**src/rtl/mmio_ioport_pkg.sv**
```systemverilog
// mmio_ioport_pkg: register offsets, status bit positions and read-select encoding
// shared by the MMIO I/O port and its testbench.
`default_nettype none

package mmio_ioport_pkg;

  localparam logic [15:0] OFF_LED  = 16'd0;
  localparam logic [15:0] OFF_DATA = 16'd1;
  localparam logic [15:0] OFF_STAT = 16'd2;

  localparam int ST_TX_FULL  = 0;
  localparam int ST_TX_EMPTY = 1;
  localparam int ST_RX_EMPTY = 2;
  localparam int ST_RX_OVF   = 3;
  localparam int ST_TX_OVF   = 4;

  typedef enum logic [1:0] {
    SEL_NONE = 2'd0,
    SEL_LED  = 2'd1,
    SEL_DATA = 2'd2,
    SEL_STAT = 2'd3
  } reg_sel_e;

  function automatic logic [7:0] sat8(input logic [31:0] v);
    return (v > 32'd255) ? 8'hFF : v[7:0];
  endfunction

endpackage

`default_nettype wire

```
**src/rtl/mmio_ioport_sync_fifo.sv**
```systemverilog
// sync_fifo: power-of-two depth FIFO; a push into a full FIFO succeeds when a pop
// happens in the same cycle. Storage is not reset, only pointers and count.
`default_nettype none

module sync_fifo #(
  parameter int WIDTH = 8,
  parameter int DEPTH = 16
) (
  input  logic                     clk,
  input  logic                     rst,
  input  logic                     push_i,
  input  logic                     pop_i,
  input  logic [WIDTH-1:0]         data_i,
  output logic [WIDTH-1:0]         data_o,
  output logic                     full_o,
  output logic                     empty_o,
  output logic [$clog2(DEPTH):0]   count_o
);

  localparam int AW = $clog2(DEPTH);
  localparam int CW = AW + 1;

  logic [WIDTH-1:0] mem_q [DEPTH];
  logic [AW-1:0]    wptr_q, rptr_q;
  logic [CW-1:0]    count_q;
  logic             push_ok, pop_ok;

  assign empty_o = (count_q == '0);
  assign full_o  = (count_q == CW'(DEPTH));
  assign count_o = count_q;
  assign data_o  = mem_q[rptr_q];

  assign pop_ok  = pop_i && !empty_o;
  assign push_ok = push_i && (!full_o || pop_ok);

  always_ff @(posedge clk or posedge rst) begin
    if (rst) begin
      wptr_q  <= '0;
      rptr_q  <= '0;
      count_q <= '0;
    end else begin
      if (push_ok) wptr_q <= wptr_q + AW'(1);
      if (pop_ok)  rptr_q <= rptr_q + AW'(1);
      if (push_ok && !pop_ok)      count_q <= count_q + CW'(1);
      else if (pop_ok && !push_ok) count_q <= count_q - CW'(1);
    end
  end

  always_ff @(posedge clk) begin
    if (push_ok) mem_q[wptr_q] <= data_i;
  end

endmodule

`default_nettype wire

```
**src/rtl/mmio_ioport.sv**
```systemverilog
// +------------------------------------------------------------------------------+
// | mmio_ioport: LED register, UART TX/RX byte queues and status at BASE_ADDR..+2 |
// | Define MMIO_IOPORT_RX_FIFO_EN for an RX_DEPTH RX FIFO, else a 1-byte holder.  |
// | Revision: 1.0                                                                 |
// +------------------------------------------------------------------------------+
`default_nettype none

module mmio_ioport
  import mmio_ioport_pkg::*;
#(
  parameter logic [15:0] BASE_ADDR = 16'h4000,
  parameter int          LED_W     = 6,
  parameter int          TX_DEPTH  = 16,
  parameter int          RX_DEPTH  = 16
) (
  input  logic             clk,
  input  logic             rst,
  input  logic [15:0]      in,
  input  logic [15:0]      address,
  input  logic             load,
  input  logic             rd,
  output logic [15:0]      out,
  output logic [LED_W-1:0] led,
  output logic [7:0]       tx_data,
  output logic             tx_valid,
  input  logic             tx_ready,
  input  logic [7:0]       rx_data,
  input  logic             rx_valid
);

  localparam int TXCW = $clog2(TX_DEPTH) + 1;

  reg_sel_e         sel;
  logic [LED_W-1:0] led_q;
  logic             tx_ovf_q, tx_ovf_d;
  logic             rx_ovf_q, rx_ovf_d;

  always_comb begin
    sel = SEL_NONE;
    if (address == BASE_ADDR + OFF_LED)       sel = SEL_LED;
    else if (address == BASE_ADDR + OFF_DATA) sel = SEL_DATA;
    else if (address == BASE_ADDR + OFF_STAT) sel = SEL_STAT;
  end

  logic wr_led, wr_stat;
  assign wr_led  = load && (sel == SEL_LED);
  assign wr_stat = load && (sel == SEL_STAT);

  // ---------------- TX path ----------------
  logic            tx_push, tx_pop, tx_full, tx_empty;
  logic [TXCW-1:0] tx_count;

  assign tx_push  = load && (sel == SEL_DATA);
  assign tx_valid = !tx_empty;
  assign tx_pop   = tx_valid && tx_ready;

  sync_fifo #(
    .WIDTH (8),
    .DEPTH (TX_DEPTH)
  ) u_tx_fifo (
    .clk     (clk),
    .rst     (rst),
    .push_i  (tx_push),
    .pop_i   (tx_pop),
    .data_i  (in[7:0]),
    .data_o  (tx_data),
    .full_o  (tx_full),
    .empty_o (tx_empty),
    .count_o (tx_count)
  );

  // ---------------- RX path ----------------
  logic        rx_push, rx_pop, rx_full, rx_empty;
  logic [7:0]  rx_head_raw, rx_head;
  logic [31:0] rx_count32;

  assign rx_push = rx_valid;
  assign rx_pop  = rd && (sel == SEL_DATA) && !rx_empty;

`ifdef MMIO_IOPORT_RX_FIFO_EN
  localparam int RXCW = $clog2(RX_DEPTH) + 1;
  logic [RXCW-1:0] rx_count;

  sync_fifo #(
    .WIDTH (8),
    .DEPTH (RX_DEPTH)
  ) u_rx_fifo (
    .clk     (clk),
    .rst     (rst),
    .push_i  (rx_push),
    .pop_i   (rx_pop),
    .data_i  (rx_data),
    .data_o  (rx_head_raw),
    .full_o  (rx_full),
    .empty_o (rx_empty),
    .count_o (rx_count)
  );

  assign rx_count32 = 32'(rx_count);
`else
  logic       rx_hold_full_q;
  logic [7:0] rx_hold_q;

  // A byte arriving while the holder is full survives only if it is popped this cycle.
  always_ff @(posedge clk or posedge rst) begin
    if (rst) begin
      rx_hold_full_q <= 1'b0;
    end else if (rx_push) begin
      rx_hold_full_q <= 1'b1;
    end else if (rx_pop) begin
      rx_hold_full_q <= 1'b0;
    end
  end

  always_ff @(posedge clk) begin
    if (rx_push && (!rx_hold_full_q || rx_pop)) rx_hold_q <= rx_data;
  end

  assign rx_full     = rx_hold_full_q;
  assign rx_empty    = !rx_hold_full_q;
  assign rx_head_raw = rx_hold_q;
  assign rx_count32  = {31'd0, rx_hold_full_q};
`endif

  assign rx_head = rx_empty ? 8'h00 : rx_head_raw;

  // ---------------- LED and sticky flags ----------------
  always_comb begin
    tx_ovf_d = tx_ovf_q && !(wr_stat && in[ST_TX_OVF]);
    rx_ovf_d = rx_ovf_q && !(wr_stat && in[ST_RX_OVF]);
    if (tx_push && tx_full && !tx_pop) tx_ovf_d = 1'b1;
    if (rx_push && rx_full && !rx_pop) rx_ovf_d = 1'b1;
  end

  always_ff @(posedge clk or posedge rst) begin
    if (rst) begin
      led_q    <= '0;
      tx_ovf_q <= 1'b0;
      rx_ovf_q <= 1'b0;
    end else begin
      if (wr_led) led_q <= in[LED_W-1:0];
      tx_ovf_q <= tx_ovf_d;
      rx_ovf_q <= rx_ovf_d;
    end
  end

  assign led = ~led_q;

  // ---------------- Read mux ----------------
  logic [15:0] status;

  always_comb begin
    status              = '0;
    status[ST_TX_FULL]  = tx_full;
    status[ST_TX_EMPTY] = tx_empty;
    status[ST_RX_EMPTY] = rx_empty;
    status[ST_RX_OVF]   = rx_ovf_q;
    status[ST_TX_OVF]   = tx_ovf_q;
    status[15:8]        = sat8(rx_count32);
  end

  always_comb begin
    out = 16'h0000;
    case (sel)
      SEL_LED:  out = 16'(led_q);
      SEL_DATA: out = {!rx_empty, 7'b0, rx_head};
      SEL_STAT: out = status;
      default:  out = 16'h0000;
    endcase
  end

  logic unused_ok;
  assign unused_ok = ^{in, tx_count};

endmodule

`default_nettype wire

```
**config.mk**
```make
export PLATFORM = sky130hd
export DESIGN_NAME = mmio_ioport
export DESIGN_NICKNAME = d
export VERILOG_FILES = /design/src/rtl/mmio_ioport_pkg.sv /design/src/rtl/mmio_ioport_sync_fifo.sv /design/src/rtl/mmio_ioport.sv
export SDC_FILE = /design/constraint.sdc
export NUM_CORES = 1
export LEC_CHECK = 0
export ABC_CLOCK_PERIOD_IN_PS = 3400
export BUFFER_PORTS_ARGS = -buffer_cell sky130_fd_sc_hd__clkbuf_2
export CAP_MARGIN = 20
export CELL_PAD_IN_SITES_DETAIL_PLACEMENT = 2
export CELL_PAD_IN_SITES_GLOBAL_PLACEMENT = 2
export CORE_MARGIN = 3
export CORE_UTILIZATION = 43
export CTS_CLUSTER_DIAMETER = 40
export DETAILED_ROUTE_END_ITERATION = 6
export PLACE_DENSITY_LB_ADDON = 0.2
export SLEW_MARGIN = 20
export SYNTH_ARGS = -nofsm -noshare
export SYNTH_HDL_FRONTEND = slang
export SYNTH_SLANG_ARGS = --single-unit
```
**constraint.sdc**
```tcl
create_clock -name clk -period 3.4 [get_ports clk]
set_clock_uncertainty 0.05 [all_clocks]
set_input_delay 0.68 -clock clk [delete_from_list [all_inputs] [get_ports clk]]
set_output_delay 0.68 -clock clk [all_outputs]
set_load 0.005 [all_outputs]
```
==> results.md <==
- DR WL/cell: 24.1 µm
- Tmin final: 3.12 ns
- Row Count: 45
- Final RePlAce weighted congestion: 0.739
- DRT iter0 DRCs: between 200 and 250
- Worst-path clk slew: 0.06 ns
- Die W: 131 µm
- Critical Path Sink Type: flip-flop
- H-tree depth: 4
- RSZ-0062 raised after global routing: no
- Number of global-route vias before repair: 4,524
- Post-CTS Setup Bufs: 0
- Number of inserted diodes: 0
- Final Setup Violations: 0
- Initial antenna violation count: 0
- Total CTS buffers: 17
- Fin crit share: roughly nine tenths
- Clock power share: roughly 33%
- CTS resizes: 0
- Fin. Hold Viols: 0
- Syn Area/Cell: approximately 17 µm²
- Post-DP Area: 0.00754 mm²
- R2R Path Start: u_tx_fifo.count_o[0]$_DFFE_PP0P_
- Hold Buf Count CTS: 0
- Port Buffer Count: just over 60
- Status: finished, final reports clean
- Via density per instance: around 5.5
- CTS tree: built
- Die Height: 131 µm
- Reg2reg end: u_tx_fifo.count_o[4]$_DFFE_PP0P_
- Yosys top cell area share: 60.4%
- #FFs+latches synth: roughly 160
- Io pins: 77
- Via Count: 3,960
- Mapped Area: slightly below 0.007 mm²
- Max FO, Critical Path: 5
- Post-synth EDFFs: 136
- Clk Latency, worst-skew pair: 0.42 ns
- Max-slew headroom: 41.3%
- Clk root buf: clkbuf_16
- Layout Nets: between 500 and 600
- Total Wirelength: 17.3 mm
- Commonest non-fill, non-tap cells in the layout: edfxtp_1 (136), clkbuf_2 (62), buf_4 (34), mux4_2 (32), nand2_1 (23)
- YS warnings: 0
- Deepest clock path buffer count: 2
- Max Clk Rate: 320 MHz
- Worst path arrival time: about 3.4 ns
- Pwr dens: 681 mW/mm²
- Area contributors post-synth: edfxtp_1 (60%), mux4_2 (11%), dfrtp_1 (8.1%)
- P&R area growth vs syn: 19.7%
- Cell count after synthesis: 400
- Cell taking the most area after synthesis: edfxtp_1
- FF-to-FF path depth: 11
- Max-Cap Viols: 0
- DIE AREA: 0.0173 mm²
- Initial Utilization: roughly 44%
- Startpoint Class: flip-flop
- Flop pwr share: just over 40%
- Net Sw Frac: 28.6%
- First-pass GRT wire length: 27.5 mm
- Share of flip-flops with an asynchronous set or reset after synthesis: 13.9%
- Leading cell type in the layout, fill and taps excluded: edfxtp_1
- Worst IR drop on VDD: 404 µV
- Detailed Routing Iterations Pass 1: 4
- Sink Count: 158
- P_leak: between 2 and 3 nW
- Core area: 0.0153 mm²
- Final Util: around 53%
- CP Class: reg -> reg
- Hold slack: approximately 0.37 ns
- Synth cell types: 51
- Pint: 3.94 mW
- Layout cells sized above 1: 35.3%
- Combinational Power Share: 25.9%
- Flop-to-flop setup slack: between 0.2 and 0.3 ns
- Register area share after synthesis: 68.5%
- Tightest Pin Transition: slightly below 0.9 ns
- Grt ovf: 0
- Dpl hpwl: 11.4 mm
- Max Slew Vio Count: 0
- Synth Flop Type: edfxtp_1
- Post-route cell area: 0.00810 mm²
- Post-route ant nets: 0
- Largest net degree at the start of global routing: 36
- # DRC: 0
- GRT Resource Usage Total: 21.3%
- Req. time, crit path: roughly 3.7 ns
- Sw Pwr: 1.58 mW
- HP Class: in -> async
[critical path, stage by stage (launching register included)]
cell and delay, ns:
dfrtp_1 0.47, nor4_1 0.49, nand3b_1 0.25, or3b_1 0.31
inv_2 0.06, ha_4 0.16, inv_4 0.07, ha_1 0.24
a21o_1 0.21, a2111oi_2 0.31, a31oi_1 0.07, a221o_1 0.32
[per-stage QoR]
stage	total power, mW	setup TNS (ns)	setup WS, ns	instances
after floorplan	3.21	-0.0433	-0.0433	405
after global placement	3.67	-0.0128	-0.0128	686
after detailed placement	3.75	-0.125	-0.125	686
after CTS	5.60	0	0.188	718
after global routing	5.78	0	0.0491	718
final	5.52	0	0.277	718
[metal layers]
metal	vias up	GRT usage (%)	wire, µm	part of all wire (%)
met5	-	0	0	0
met4	0	6.77	182	1.1
met3	17	4.17	614	3.5
met2	115	37.7	9300	54
met1	2069	26.6	7200	42
li1	1759	-	-	-
[final cells by class]
type	instances	area, µm²
Fill cell	1401	7220
Inverter	13	51.3
Multi-Input combinational cell	206	1990
Clock buffer	20	437
Timing Repair Buffer	98	606
Clock inverter	12	120
Sequential cell	158	4640
Tap cell	211	264
[sequential cells by signal, summed over array words and instances, names as in the netlist]
signal             cells
u_tx_fifo.wptr_q       4
u_tx_fifo.rptr_q       4
u_tx_fifo.count_o      5
rx_full                1
u_tx_fifo.mem_q      128
tx_ovf_q               1
rx_head_raw            8
led_q                  6
rx_ovf_q               1
[how the worst max path moves through the flow]
stage | startpoint | endpoint | slack, ns | depth (start not counted)
after detailed placement | address[5] | u_tx_fifo.count_o[4]$_DFFE_PP0P_ | -0.12 | 12
after floorplan | address[0] | u_tx_fifo.count_o[4]$_DFFE_PP0P_ | -0.04 | 15
after global placement | address[11] | u_tx_fifo.count_o[4]$_DFFE_PP0P_ | -0.01 | 12
after global routing | u_tx_fifo.count_o[0]$_DFFE_PP0P_ | u_tx_fifo.count_o[4]$_DFFE_PP0P_ | 0.05 | 11
after CTS | u_tx_fifo.count_o[0]$_DFFE_PP0P_ | u_tx_fifo.count_o[4]$_DFFE_PP0P_ | 0.19 | 11
final | u_tx_fifo.count_o[0]$_DFFE_PP0P_ | u_tx_fifo.count_o[4]$_DFFE_PP0P_ | 0.28 | 11
[power groups by stage]
stage,Combinational [mW],Sequential (mW),Clock (mW)
after floorplan,0.953,2.25,0
after global placement,1.40,2.28,0
after detailed placement,1.46,2.28,0
after CTS,1.47,2.25,1.87
after global routing,1.57,2.26,1.95
final,1.43,2.25,1.84
[synth_stat cells, types with 3 or more instances]
library cell	n
edfxtp_1	136
mux4_2	32
nand2_1	23
dfrtp_1	22
nand3_1	20
a22oi_1	16
nor2_1	14
inv_1	13
clkbuf_1	12
o21ai_0	10
ha_1	9
buf_4	8
nor3_1	6
and2_1	5
nor4b_2	5
xnor2_1	5
a221o_1	4
buf_2	4
nor3_2	4
nor4_1	4
xor2_1	4
a21o_1	3
nor2b_1	3
or4_1	3
[logic make-up (layout without fill, tap and decap cells)]
group | after synthesis | after routing | share of synthesized area (%)
and+or+nand+nor | 103 | 103 | 9.62
muxes | 36 | 36 | 11.4
xor gates and xnor gates | 9 | 9 | 1.16
AOI/OAI and AO/OA | 42 | 42 | 4.35
other | 1 | 6 | 0.0554
adders and majority gates | 10 | 10 | 1.96
DFF | 158 | 158 | 68.5
buffers and inverters | 41 | 143 | 3.01
Power figures use the tool's default switching activity.
